[src/rtl/snoop_pkg.sv]
// Shared encodings for the MSI snooping controller (receptor and emitter).
// Holds state/message/action constants, the receptor FSM type and the snoop transition rule.
package snoop_pkg;

  localparam logic [1:0] INVALID  = 2'd0;
  localparam logic [1:0] SHARED   = 2'd1;
  localparam logic [1:0] MODIFIED = 2'd2;

  localparam logic [1:0] MSG_NONE   = 2'd0;
  localparam logic [1:0] READ_MISS  = 2'd1;
  localparam logic [1:0] WRITE_MISS = 2'd2;
  localparam logic [1:0] INVALIDATE = 2'd3;

  localparam logic [1:0] NONE      = 2'd0;
  localparam logic [1:0] WRITEBACK = 2'd1;
  localparam logic [1:0] ABORT     = 2'd2;
  localparam logic [1:0] WB_ABORT  = 2'd3;

  typedef enum logic [1:0] {
    S_IDLE    = 2'd0,
    S_LOOKUP  = 2'd1,
    S_RESPOND = 2'd2
  } fsm_state_e;

  typedef struct packed {
    logic       hit;
    logic [1:0] next_state;
    logic [1:0] action;
    logic       error;
  } snoop_result_t;

  // Snoop-side MSI transition for one looked-up line; a miss leaves the line untouched.
  function automatic snoop_result_t snoop_resolve(input logic [1:0] msg,
                                                  input logic [1:0] state,
                                                  input logic       tag_match);
    snoop_result_t r;
    r            = '0;
    r.next_state = state;
    r.action     = NONE;
    if (tag_match && (state != INVALID)) begin
      r.hit = 1'b1;
      case (state)
        SHARED: begin
          r.next_state = (msg == READ_MISS) ? SHARED : INVALID;
        end
        MODIFIED: begin
          case (msg)
            READ_MISS: begin
              r.next_state = SHARED;
              r.action     = WB_ABORT;
            end
            WRITE_MISS: begin
              r.next_state = INVALID;
              r.action     = WB_ABORT;
            end
            INVALIDATE: begin
              r.next_state = INVALID;
              r.error      = 1'b1;
            end
            default: ;
          endcase
        end
        default: ;
      endcase
    end
    return r;
  endfunction

endpackage

[src/rtl/snoop_line_array.sv]
// Per-line tag/state registers with a single write port and combinational read.
// Tag is only rewritten on local installs; snoops change state alone.
module snoop_line_array
  import snoop_pkg::*;
#(
  parameter int NUM_LINES = 4,
  parameter int TAG_W     = 4
) (
  input  logic                         clk_i,
  input  logic                         srst_i,
  input  logic                         we_i,
  input  logic                         tag_we_i,
  input  logic [$clog2(NUM_LINES)-1:0] wr_idx_i,
  input  logic [TAG_W-1:0]             wr_tag_i,
  input  logic [1:0]                   wr_state_i,
  input  logic [$clog2(NUM_LINES)-1:0] rd_idx_i,
  output logic [TAG_W-1:0]             rd_tag_o,
  output logic [1:0]                   rd_state_o,
  output logic [2*NUM_LINES-1:0]       line_state_o
);

  logic [TAG_W-1:0] tag_q   [NUM_LINES];
  logic [1:0]       state_q [NUM_LINES];

  always_ff @(posedge clk_i) begin
    if (srst_i) begin
      for (int i = 0; i < NUM_LINES; i++) begin
        tag_q[i]   <= '0;
        state_q[i] <= INVALID;
      end
    end else if (we_i) begin
      state_q[wr_idx_i] <= wr_state_i;
      if (tag_we_i) begin
        tag_q[wr_idx_i] <= wr_tag_i;
      end
    end
  end

  assign rd_tag_o   = tag_q[rd_idx_i];
  assign rd_state_o = state_q[rd_idx_i];

  genvar gi;
  generate
    for (gi = 0; gi < NUM_LINES; gi++) begin : g_pack
      assign line_state_o[2*gi +: 2] = state_q[gi];
    end
  endgenerate

endmodule

[src/rtl/snoop_receptor.sv]
// Bus-side snoop receptor: IDLE -> LOOKUP -> (RESPOND) applying MSI snoop transitions.
// Define SNOOP_STATS_EN to add saturating hit / writeback counters.
module snoop_receptor
  import snoop_pkg::*;
#(
  parameter int NUM_LINES = 4,
  parameter int TAG_W     = 4
) (
  input  logic                         i_Clock,
  input  logic                         i_Reset,
  input  logic                         i_Valid,
  input  logic [1:0]                   i_Message,
  input  logic [$clog2(NUM_LINES)-1:0] i_Index,
  input  logic [TAG_W-1:0]             i_Tag,
  output logic                         o_Ready,
  output logic [1:0]                   o_Action,
  output logic                         o_ActValid,
  input  logic                         i_Ack,
  output logic                         o_Done,
  output logic                         o_Error,
  input  logic                         i_LocalWe,
  input  logic [$clog2(NUM_LINES)-1:0] i_LocalIndex,
  input  logic [TAG_W-1:0]             i_LocalTag,
  input  logic [1:0]                   i_LocalState,
  output logic                         o_LocalReady,
  output logic [2*NUM_LINES-1:0]       o_LineState
`ifdef SNOOP_STATS_EN
  ,
  output logic [15:0]                  o_HitCount,
  output logic [15:0]                  o_WbCount
`endif
);

  localparam int IDX_W = $clog2(NUM_LINES);

  fsm_state_e       fsm_q, fsm_d;
  logic [1:0]       msg_q, msg_d;
  logic [IDX_W-1:0] idx_q, idx_d;
  logic [TAG_W-1:0] tag_q, tag_d;
  logic [1:0]       action_q, action_d;
  logic             done_q, done_d;
  logic             error_q, error_d;

  logic             bus_accept;
  logic             local_accept;
  logic             snoop_we;
  logic [TAG_W-1:0] rd_tag;
  logic [1:0]       rd_state;
  logic [1:0]       local_state;
  snoop_result_t    res;

  assign bus_accept   = i_Valid && (i_Message != MSG_NONE);
  // Bus wins over a same-cycle local install; the installer simply retries.
  assign local_accept = (fsm_q == S_IDLE) && !bus_accept && i_LocalWe && !i_Reset;
  assign res          = snoop_resolve(msg_q, rd_state, rd_tag == tag_q);
  assign snoop_we     = (fsm_q == S_LOOKUP) && res.hit;
  assign local_state  = (i_LocalState == 2'd3) ? INVALID : i_LocalState;

  snoop_line_array #(
    .NUM_LINES(NUM_LINES),
    .TAG_W    (TAG_W)
  ) u_lines (
    .clk_i       (i_Clock),
    .srst_i      (i_Reset),
    .we_i        (snoop_we || local_accept),
    .tag_we_i    (!snoop_we),
    .wr_idx_i    (snoop_we ? idx_q : i_LocalIndex),
    .wr_tag_i    (i_LocalTag),
    .wr_state_i  (snoop_we ? res.next_state : local_state),
    .rd_idx_i    (idx_q),
    .rd_tag_o    (rd_tag),
    .rd_state_o  (rd_state),
    .line_state_o(o_LineState)
  );

  always_comb begin
    fsm_d    = fsm_q;
    msg_d    = msg_q;
    idx_d    = idx_q;
    tag_d    = tag_q;
    action_d = action_q;
    done_d   = 1'b0;
    error_d  = error_q;
    case (fsm_q)
      S_IDLE: begin
        if (bus_accept) begin
          msg_d = i_Message;
          idx_d = i_Index;
          tag_d = i_Tag;
          fsm_d = S_LOOKUP;
        end
      end
      S_LOOKUP: begin
        error_d = error_q | res.error;
        if (res.action != NONE) begin
          action_d = res.action;
          fsm_d    = S_RESPOND;
        end else begin
          done_d = 1'b1;
          fsm_d  = S_IDLE;
        end
      end
      S_RESPOND: begin
        if (i_Ack) begin
          action_d = NONE;
          done_d   = 1'b1;
          fsm_d    = S_IDLE;
        end
      end
      default: fsm_d = S_IDLE;
    endcase
  end

  always_ff @(posedge i_Clock) begin
    if (i_Reset) begin
      fsm_q    <= S_IDLE;
      msg_q    <= MSG_NONE;
      idx_q    <= '0;
      tag_q    <= '0;
      action_q <= NONE;
      done_q   <= 1'b0;
      error_q  <= 1'b0;
    end else begin
      fsm_q    <= fsm_d;
      msg_q    <= msg_d;
      idx_q    <= idx_d;
      tag_q    <= tag_d;
      action_q <= action_d;
      done_q   <= done_d;
      error_q  <= error_d;
    end
  end

  assign o_Ready      = (fsm_q == S_IDLE) || i_Reset;
  assign o_LocalReady = local_accept;
  assign o_ActValid   = (fsm_q == S_RESPOND);
  assign o_Action     = action_q;
  assign o_Done       = done_q;
  assign o_Error      = error_q;

`ifdef SNOOP_STATS_EN
  logic [15:0] hit_cnt_q;
  logic [15:0] wb_cnt_q;

  always_ff @(posedge i_Clock) begin
    if (i_Reset) begin
      hit_cnt_q <= '0;
      wb_cnt_q  <= '0;
    end else if (fsm_q == S_LOOKUP) begin
      if (res.hit && (hit_cnt_q != 16'hFFFF)) begin
        hit_cnt_q <= hit_cnt_q + 16'd1;
      end
      if (res.action[0] && (wb_cnt_q != 16'hFFFF)) begin
        wb_cnt_q <= wb_cnt_q + 16'd1;
      end
    end
  end

  assign o_HitCount = hit_cnt_q;
  assign o_WbCount  = wb_cnt_q;
`endif

endmodule

[config.mk]
export PLATFORM = sky130hd
export DESIGN_NAME = snoop_receptor
export DESIGN_NICKNAME = d
export VERILOG_FILES = /design/src/rtl/snoop_pkg.sv /design/src/rtl/snoop_line_array.sv /design/src/rtl/snoop_receptor.sv
export SDC_FILE = /design/constraint.sdc
export NUM_CORES = 1
export LEC_CHECK = 0
export CORE_ASPECT_RATIO = 0.75
export CORE_MARGIN = 1
export CORE_UTILIZATION = 54
export CTS_BUF_LIST = sky130_fd_sc_hd__clkbuf_4 sky130_fd_sc_hd__clkbuf_8
export DETAILED_ROUTE_END_ITERATION = 7
export GPL_ROUTABILITY_DRIVEN = 0
export GPL_TIMING_DRIVEN = 0
export MAX_ROUTING_LAYER = met4
export PLACE_DENSITY = 0.85
export SETUP_SLACK_MARGIN = 0.15
export SKIP_CTS_REPAIR_TIMING = 1
export SYNTH_ARGS = -nofsm -noshare
export SYNTH_HDL_FRONTEND = slang
export SYNTH_SLANG_ARGS = --single-unit
[constraint.sdc]
create_clock -name i_Clock -period 3.43 [get_ports i_Clock]
set_input_delay 0.343 -clock i_Clock [delete_from_list [all_inputs] [get_ports i_Clock]]
set_output_delay 0.343 -clock i_Clock [all_outputs]
set_load 0.005 [all_outputs]
# [Yosys cells after proc, flatten, opt, wreduce, memory -nomap -nowiden]
# Memories as Yosys holds them, arrays and structs flattened. A register that Yosys moved wholly into a read port is not among the register bits.
# Index checks and enable logic that the tools add are counted.
[op_classes] n_reduce_logical=22 n_bitwise=1 muxes=38 n_eq_ne=12
[ops] cell="two-way mux 2 bit" n=15
[ops] cell="two-way mux 1 bit" n=15
[ops] cell="case mux 2 bit (2 select lines)" n=3
[ops] cell="== test 2 bit, second input constant" n=5
[ops] cell="nonzero test 2 bit" n=4
[ops] cell="== test 2 x 1 -> 1 bit, second input constant" n=3
[ops] cell="logical AND 1 bit" n=6
[ops] cell="two-way mux 6 bit" n=1
[ops] cell="case mux 2 bit (3 select lines)" n=1
[ops] cell="OR reduction 2 bit" n=3
[ops] cell="== test 4 bit" n=1
[ops] cell="two-way mux 4 bit" n=1
[ops] cell="inequality test 2 x 1 -> 1 bit, second input constant" n=2
[ops] cell="AND reduction 2 bit" n=2
[ops] cell="OR reduction 4 bit" n=1
[ops] cell="two-way mux 3 bit" n=1
[ops] cell="AND reduction 3 bit" n=1
[ops] cell="zero test 1 bit" n=2
[ops] cell="zero test 2 bit" n=1
[ops] cell="logical OR 1 bit" n=2
[ops] cell="inequality test 2 bit, second input constant" n=1
[ops] cell="case mux 1 bit (2 select lines)" n=1
[ops] cell="bitwise OR 1 bit" n=1
[totals] memories=2 regBits=14 ramBits=24
[mem_list] memory="u_lines.tag_q" words=4 word_bits=4 rd=1 rd_ports_with_merged_regs=1 wr=4 line="snoop_line_array.sv:22" rtl="logic [TAG_W-1:0] tag_q [NUM_LINES];"
[mem_list] memory="u_lines.state_q" words=4 word_bits=2 rd=5 rd_ports_with_merged_regs=1 wr=4 line="snoop_line_array.sv:23" rtl="logic [1:0] state_q [NUM_LINES];"

# [Logic depth before layout (Yosys ltp)]
# Gate-level depths: netlist of run 1.
[logic_depth] word_depth=12 ltp_mapped=11 ltp_nobuf=10

# [Modules after synthesis]
# A second synthesis of run 1 with hierarchy kept.
[hier_totals] hier_cells=181 hier_area_um2=2035.7
[modules_own_cells] module="snoop_line_array" cells_each=81 seq_area_each_um2=720.7 instances=1 area_per_inst_um2=1142.3
[modules_own_cells] module="snoop_receptor" cells_each=100 seq_area_each_um2=260.2 instances=1 area_per_inst_um2=893.4

# [Least setup slack after synthesis of run 1]
# OpenSTA, ideal clock, no wires.
[synth_timing] path_type="reg-to-reg" from="register with a tool-made name" to="memory u_lines.state_q[1][0] (enable)" period_less_slack_ns=2.621 path_slack_ns=0.809 path_stages_with_launch=11 path_buffers=3 t_arrival_ns=2.298 required_time_ns=3.107 path_cell_list="dfxtp_1 > buf_6 > mux2_2 > o21ai_0 > ha_1 > nor2_1 > and4b_1 > buf_6 > or3_1 > clkbuf_1 > o211ai_1"
[synth_lines] item="end, declared" line="snoop_line_array.sv:23"

==> results of run 1 <==
power by group through the flow:
stage / clock (mW) / combinational (mW) / sequential, mW
5_1_grt: 0.329 / 0.180 / 0.540
3_3_place_gp: 0 / 0.159 / 0.546
3_5_place_dp: 0 / 0.162 / 0.548
2_1_floorplan: 0 / 0.101 / 0.543
4_1_cts: 0.315 / 0.164 / 0.537
6_report: 0.312 / 0.164 / 0.537
cell families after synthesis:
family / count (synthesis) / synth area share
compound gates: 29 / 0.09521
mux: 20 / 0.1176
xor+xnor: 2 / 0.008492
fa+ha+maj: 9 / 0.05458
flops: 39 / 0.4948
buf+inv: 20 / 0.05033
simple gates: 76 / 0.1789
stage by stage:
stage	std cells	util	instance area (um2)	hold WS, ns
3_5_place_dp	281	0.6743	2469	0.4717
5_1_grt	289	0.6986	2557	0.5018
4_1_cts	289	0.6986	2557	0.4830
3_3_place_gp	281	0.6743	2469	0.4619
2_1_floorplan	195	-	2063	0.4530
6_report	289	0.6986	2557	0.4819
flip-flops by register name, indices dropped and copies added (netlist names), named ones only:
name / flops
u_lines.state_q: 8
o_Done: 1
msg_q: 2
o_Action: 1
u_lines.tag_q: 16
tag_q: 4
fsm_q: 2
o_Error: 1
idx_q: 2
per-layer routing:
metal,track usage,part of all wire
met1,0.3394,0.48
met2,0.3360,0.43
met3,0.06204,0.062
met4,0.09890,0.022
met5,-,0
tightest hold or removal path, cell delays in order (launching register included):
cell and delay, ns:
dfxtp_1 0.33, nand2_1 0.06, a21oi_1 0.05
worst max path at each step:
| stage | start | endpoint | slack (ns) | depth (start not counted) |
|---|---|---|---|---|
| 6_report | flip-flop | u_lines.tag_q[1][0]$_SDFFCE_PN0P_ | 0.52 | 10 |
| 5_1_grt | flip-flop | u_lines.tag_q[1][0]$_SDFFCE_PN0P_ | 0.35 | 10 |
| 4_1_cts | flip-flop | u_lines.tag_q[1][0]$_SDFFCE_PN0P_ | 0.49 | 10 |
| 3_5_place_dp | flip-flop | u_lines.tag_q[1][1]$_SDFFCE_PN0P_ | 0.51 | 10 |
| 3_3_place_gp | flip-flop | u_lines.tag_q[1][1]$_SDFFCE_PN0P_ | 0.57 | 10 |
| 2_1_floorplan | flip-flop | u_lines.state_q[1][0]$_SDFFCE_PN0P_ | 0.81 | 10 |
cell type report:
class                   count  share of cell area
plain buffers              11             0.02740
inverters                   9             0.01321
clock buffers               5             0.02691
clock inverters             3            0.007828
repair buffers             34              0.1331
well taps                  52             0.02544
multi-input cells         136              0.3669
flip-flops and latches     39              0.3992
placed cells by master (no fill, tap or decap), types with 7 or more instances in the layout:
cell              n
nand2_1          21
a21oi_1           7
nor2_1           26
mux2i_1          13
edfxtp_1         24
clkdlybuf4s50_1  34
inv_1             9
ha_1              9
dfxtp_1          15
==> impl_metrics.py, run 1 <==
metrics = {
    "outcome": {
        "status": "complete, no violations",
    },
    "worst_setup_path": {
        "r2r_cells": 10,
        "cp_num_buf_inv": 3,
        "cpMaxStageDelayCell": "o21ai_0",
        "r2r-end": "u_lines.tag_q[1][0]$_SDFFCE_PN0P_",
        "crit_path_max_incr_delay_ns": 0.40,
        "critPathRequiredTime_ns": 3.43,
        "path_cells": "buf_6 -> mux2_2 -> o21ai_0 -> ha_1 -> nor2_1 -> and4b_1 -> buf_6 -> or3_1 -> clkbuf_1 -> nand2_1",
        "r2r_slack_ns": 0.52,
        "start_kind": "flip-flop",
        "crit_path_max_fanout": 10,
        "criticalPathCategory": "flip-flop to flip-flop",
        "crit_path_end_kind": "flip-flop",
        "arrival_ns": 2.92,
        "critPathTopFamily": "simple AND/OR/NAND/NOR gates",
        "cp_common_cell": "buf_6",
    },
    "clock_network": {
        "ctsHtreeMaxLevel": 2,
        "cts_tree": "built",
        "clk_latency_ns": 0.30,
        "clockBufferDepth": 2,
        "clk_pin_slew_ns": 0.08,
        "cts_made_buffers": 5,
        "cts-root-buf": "clkbuf_8",
        "clock_sinks": 39,
    },
    "grt": {
        "grt_first_pass_wirelength_um": 6948,
        "grt_use_total": 0.2422,
        "grt_max_degree": 14,
        "antenna_found_initial": 0,
        "grt_pass1_vias": 1483,
        "overflow": 0,
    },
    "floorplanning": {
        "die_h_um": 55.53,
        "die_x_um": 73.38,
        "initial_core_util": 0.5636,
        "row_count": 19,
        "fp.coreArea_um2": 3661,
        "die-area_um2": 4075,
        "num_io_pins": 36,
    },
    "logic_synthesis": {
        "syn-num-nets": 225,
        "synth-edff-count": 24,
        "synthTopCellsByCount": "nor2_1 (26), edfxtp_1 (24), nand2_1 (21)",
        "ys.flop_type": "edfxtp_1",
        "ys_types": 43,
        "netlist_area_um2": 2063,
        "synth_top_area_frac": 0.3493,
        "ys_seq_area_frac": 0.4948,
        "synth_area_leaders": "edfxtp_1 (35%), dfxtp_1 (15%), mux2i_1 (6.3%)",
        "async_reset_ff_frac": 0,
        "synth_warnings": 0,
        "ys_seq_elements": 39,
        "synth_area_leader_cell": "edfxtp_1",
        "syn_inst": 195,
        "syn_avg_cell_area_um2": 10.58,
        "yosysMostFrequentCell": "nor2_1",
    },
    "detailed_routing": {
        "drtIter0Drc": 72,
        "wl_um": 4257,
        "routedWlPerCell_um": 14.73,
        "ant_nets": 0,
        "vias": 1566,
        "route.detailed.drc": 0,
        "viasPerCell": 5.419,
        "first_pass_iters": 6,
    },
    "power_and_ir_drop": {
        "pwr_density_cell_nw_per_um2": 395.9,
        "switching_share": 0.2653,
        "vdd_drop_max_uv": 316.9,
        "switchingPower_uw": 268.6,
        "p_comb_frac": 0.162,
        "power_leakage_nw": 0.9774,
        "pwr-share-clk": 0.308,
        "p_int_uw": 743.9,
        "p_seq_frac": 0.530,
        "finalPower_mw": 1.012,
    },
    "cells_and_area": {
        "multi_input_area_um2": 938.4,
        "drive_gt1_frac": 0.08861,
        "nNetsFinal": 266,
        "syn2layout_area_growth_pct": 23.95,
        "fillers": 302,
        "register_area_um2": 1021,
        "antenna_cells": 0,
    },
    "sta": {
        "skew_ns": 0.008695,
        "final_max_slew_viol_count": 0,
        "setup_tns_ns": 0,
        "layout_min_cycle_time_ns": 2.914,
        "setup-violations-final": 0,
        "fmaxAchievable_mhz": 343.1,
        "fin_crit_sh": 0.8496,
        "rsz0062_at_grt": "no",
        "hold_viol_final": 0,
        "worst_pin_slew_ns": 0.9176,
        "max_slew_margin": 0.3856,
        "fin_ws_ns": 0.5157,
    },
    "placement": {
        "port_buffers": 34,
        "dp_hpwl_um": 3242,
        "place_ws_ns": 0.5067,
    },
    "job": {
        "maxCapViolations": 0,
    },
    "worst_hold_path": {
        "hold_start": "msg_q[1]$_SDFFE_PP0P_",
        "hold_depth": 2,
        "holdPathEnd": "msg_q[1]$_SDFFE_PP0P_",
        "hold_path.class": "flip-flop to flip-flop",
    },
}
Power figures use the tool's default switching activity.
==> run 2: changes to the inputs <==
==> constraint.sdc (replaced) <==
create_clock -name i_Clock -period 3 [get_ports i_Clock]
set_input_delay 0.3 -clock i_Clock [delete_from_list [all_inputs] [get_ports i_Clock]]
set_output_delay 0.3 -clock i_Clock [all_outputs]
set_load 0.005 [all_outputs]
==> run 2 against run 1 <==
Critical path depth unchanged. Hold slack unchanged. Global-route usage unchanged. Clock power increased by 14%. Critical path type unchanged. Largest power group unchanged.
==> impl_metrics.py, run 2 (synthesis gave the netlist of run 1 again) <==
metrics = {
    "worst_setup_path": {
        "crit_path_end_kind": "flip-flop",
        "r2r-end": "u_lines.tag_q[1][0]$_SDFFCE_PN0P_",
        "critPathTopFamily": "simple AND/OR/NAND/NOR gates",
        "r2r_cells": 10,
        "cp_common_cell": "buf_6",
        "path_cells": "buf_6 -> mux4_2 -> inv_1 -> ha_1 -> nor2_1 -> and4b_1 -> buf_6 -> or3_1 -> clkbuf_1 -> nand2_1",
        "r2r_slack_ns": 0.30,
        "arrival_ns": 2.70,
        "cpMaxStageDelayCell": "mux4_2",
        "criticalPathCategory": "flip-flop to flip-flop",
        "crit_path_max_incr_delay_ns": 0.54,
        "crit_path_max_fanout": 9,
        "start_kind": "flip-flop",
        "critPathRequiredTime_ns": 3.00,
        "cp_num_buf_inv": 4,
    },
    "cells_and_area": {
        "largest_reg_flops": 16,
        "nNetsFinal": 266,
        "final_cell_mix": "clkdlybuf4s50_1 (34), nor2_1 (26), edfxtp_1 (24), nand2_1 (21), dfxtp_1 (15)",
        "register_area_um2": 1021,
        "fillers": 300,
        "syn2layout_area_growth_pct": 24.14,
        "largest-register": "u_lines.tag_q",
        "final_common_cell": "clkdlybuf4s50_1",
        "multi_input_area_um2": 942.2,
        "top_regs": "u_lines.tag_q: 16 flops, u_lines.state_q: 8 flops, tag_q: 4 flops",
        "finish.instance_area_um2": 2561,
        "antenna_cells": 0,
        "drive_gt1_frac": 0.09283,
    },
    "sta": {
        "max_slew_margin": 0.3856,
        "final_max_slew_viol_count": 0,
        "hold_viol_final": 0,
        "setup-violations-final": 0,
        "fin_ws_ns": 0.3021,
        "fin_crit_sh": 0.8993,
        "rsz0062_at_grt": "no",
        "setup_tns_ns": 0,
        "fmaxAchievable_mhz": 370.7,
        "layout_min_cycle_time_ns": 2.698,
        "skew_ns": 0.008695,
        "worst_pin_slew_ns": 0.9176,
    },
    "clock_network": {
        "clock_sinks": 39,
        "clk_latency_ns": 0.30,
        "cts-root-buf": "clkbuf_8",
        "cts_tree": "built",
        "clockBufferDepth": 2,
        "ctsHtreeMaxLevel": 2,
        "clk_pin_slew_ns": 0.08,
        "cts_made_buffers": 5,
    },
    "placement": {
        "port_buffers": 34,
        "dp_hpwl_um": 3242,
        "place_ws_ns": 0.07671,
        "placed_cell_area_um2": 2469,
    },
    "grt": {
        "grt_max_degree": 14,
        "use_met3": 0.06204,
        "top_usage_layer": "met1",
        "overflow": 0,
        "grt_first_pass_wirelength_um": 6948,
        "grt_pass1_vias": 1483,
        "antenna_found_initial": 0,
        "grtUsageMet2": 0.3360,
        "grt_use_total": 0.2422,
        "met1_usage": 0.3394,
    },
    "floorplanning": {
        "die_x_um": 73.38,
        "row_count": 19,
        "die_h_um": 55.53,
        "die-area_um2": 4075,
        "fp.coreArea_um2": 3661,
        "num_io_pins": 36,
        "initial_core_util": 0.5636,
    },
    "power_and_ir_drop": {
        "vdd_drop_max_uv": 362.4,
        "switchingPower_uw": 307.7,
        "p_comb_frac": 0.162,
        "p_seq_frac": 0.530,
        "switching_share": 0.2655,
        "pwr_density_cell_nw_per_um2": 452.5,
        "pwr-share-clk": 0.308,
        "p_int_uw": 851.1,
        "power_leakage_nw": 0.9786,
    },
    "detailed_routing": {
        "ant_nets": 0,
        "wl_um": 4254,
        "viasPerCell": 5.419,
        "routedWlPerCell_um": 14.72,
        "route.detailed.drc": 0,
        "drtIter0Drc": 73,
        "vias": 1566,
        "first_pass_iters": 6,
    },
    "worst_hold_path": {
        "hold_path.class": "flip-flop to flip-flop",
        "hold_depth": 2,
        "holdPathEnd": "msg_q[1]$_SDFFE_PP0P_",
        "hold_start": "msg_q[1]$_SDFFE_PP0P_",
    },
    "outcome": {
        "status": "complete, no violations",
    },
    "job": {
        "maxCapViolations": 0,
    },
}
[run 2: cell counts in the layout (fill, tap and decap cells not counted)]
Identical to the previous run, type by type.
[run 2: worst max path at each step]
stage	from	slack, ns	cells past startpoint	endpoint
after floorplan	flip-flop	0.38	10	u_lines.state_q[1][0]$_SDFFCE_PN0P_
after global placement	flip-flop	0.14	10	u_lines.tag_q[1][1]$_SDFFCE_PN0P_
after detailed placement	flip-flop	0.08	10	u_lines.tag_q[1][1]$_SDFFCE_PN0P_
after CTS	flip-flop	0.06	10	u_lines.tag_q[1][0]$_SDFFCE_PN0P_
after global routing	flip-flop	0.18	10	u_lines.tag_q[1][0]$_SDFFCE_PN0P_
final	flip-flop	0.30	10	u_lines.tag_q[1][0]$_SDFFCE_PN0P_
[run 2: cell type report]
| class | count | area share |
|---|---|---|
| well taps | 52 | 0.02540 |
| repair buffers | 34 | 0.1329 |
| clock buffers | 5 | 0.02687 |
| clock inverters | 3 | 0.007816 |
| multi-input cells | 136 | 0.3679 |
| plain buffers | 11 | 0.02736 |
| flip-flops and latches | 39 | 0.3986 |
| inverters | 9 | 0.01319 |
[run 2: metal layers]
| layer | up-vias | routed length (um) |
|---|---|---|
| met5 | - | 0 |
| met4 | 0 | 93 |
| met3 | 12 | 265 |
| met2 | 56 | 1845 |
| met1 | 716 | 2050 |
| li1 | 782 | - |
[run 2: power groups by stage]
stage	registers, mW	logic, mW	clock network, mW
finish	0.614	0.188	0.357
global route	0.617	0.207	0.376
CTS	0.614	0.187	0.360
detailed placement	0.626	0.186	0
global placement	0.625	0.181	0
floorplan	0.621	0.115	0
[run 2: worst reg2reg max path, stage by stage, from the launching register on]
cell and delay (ns):
dfxtp_1 0.33, buf_6 0.15, mux4_2 0.54, inv_1 0.13
ha_1 0.16, nor2_1 0.06, and4b_1 0.21, buf_6 0.13
or3_1 0.33, clkbuf_1 0.16, nand2_1 0.18
[run 2: per-stage QoR]
step                      hold WS [ns]  cells    util  power [mW]
after floorplan                 0.4439    195       -      0.7358
after global placement          0.4619    281  0.6743      0.8061
after detailed placement        0.4717    281  0.6743      0.8118
after CTS                       0.4830    289  0.6986       1.161
after global routing            0.5018    289  0.6996       1.200
final                           0.4819    289  0.6996       1.159
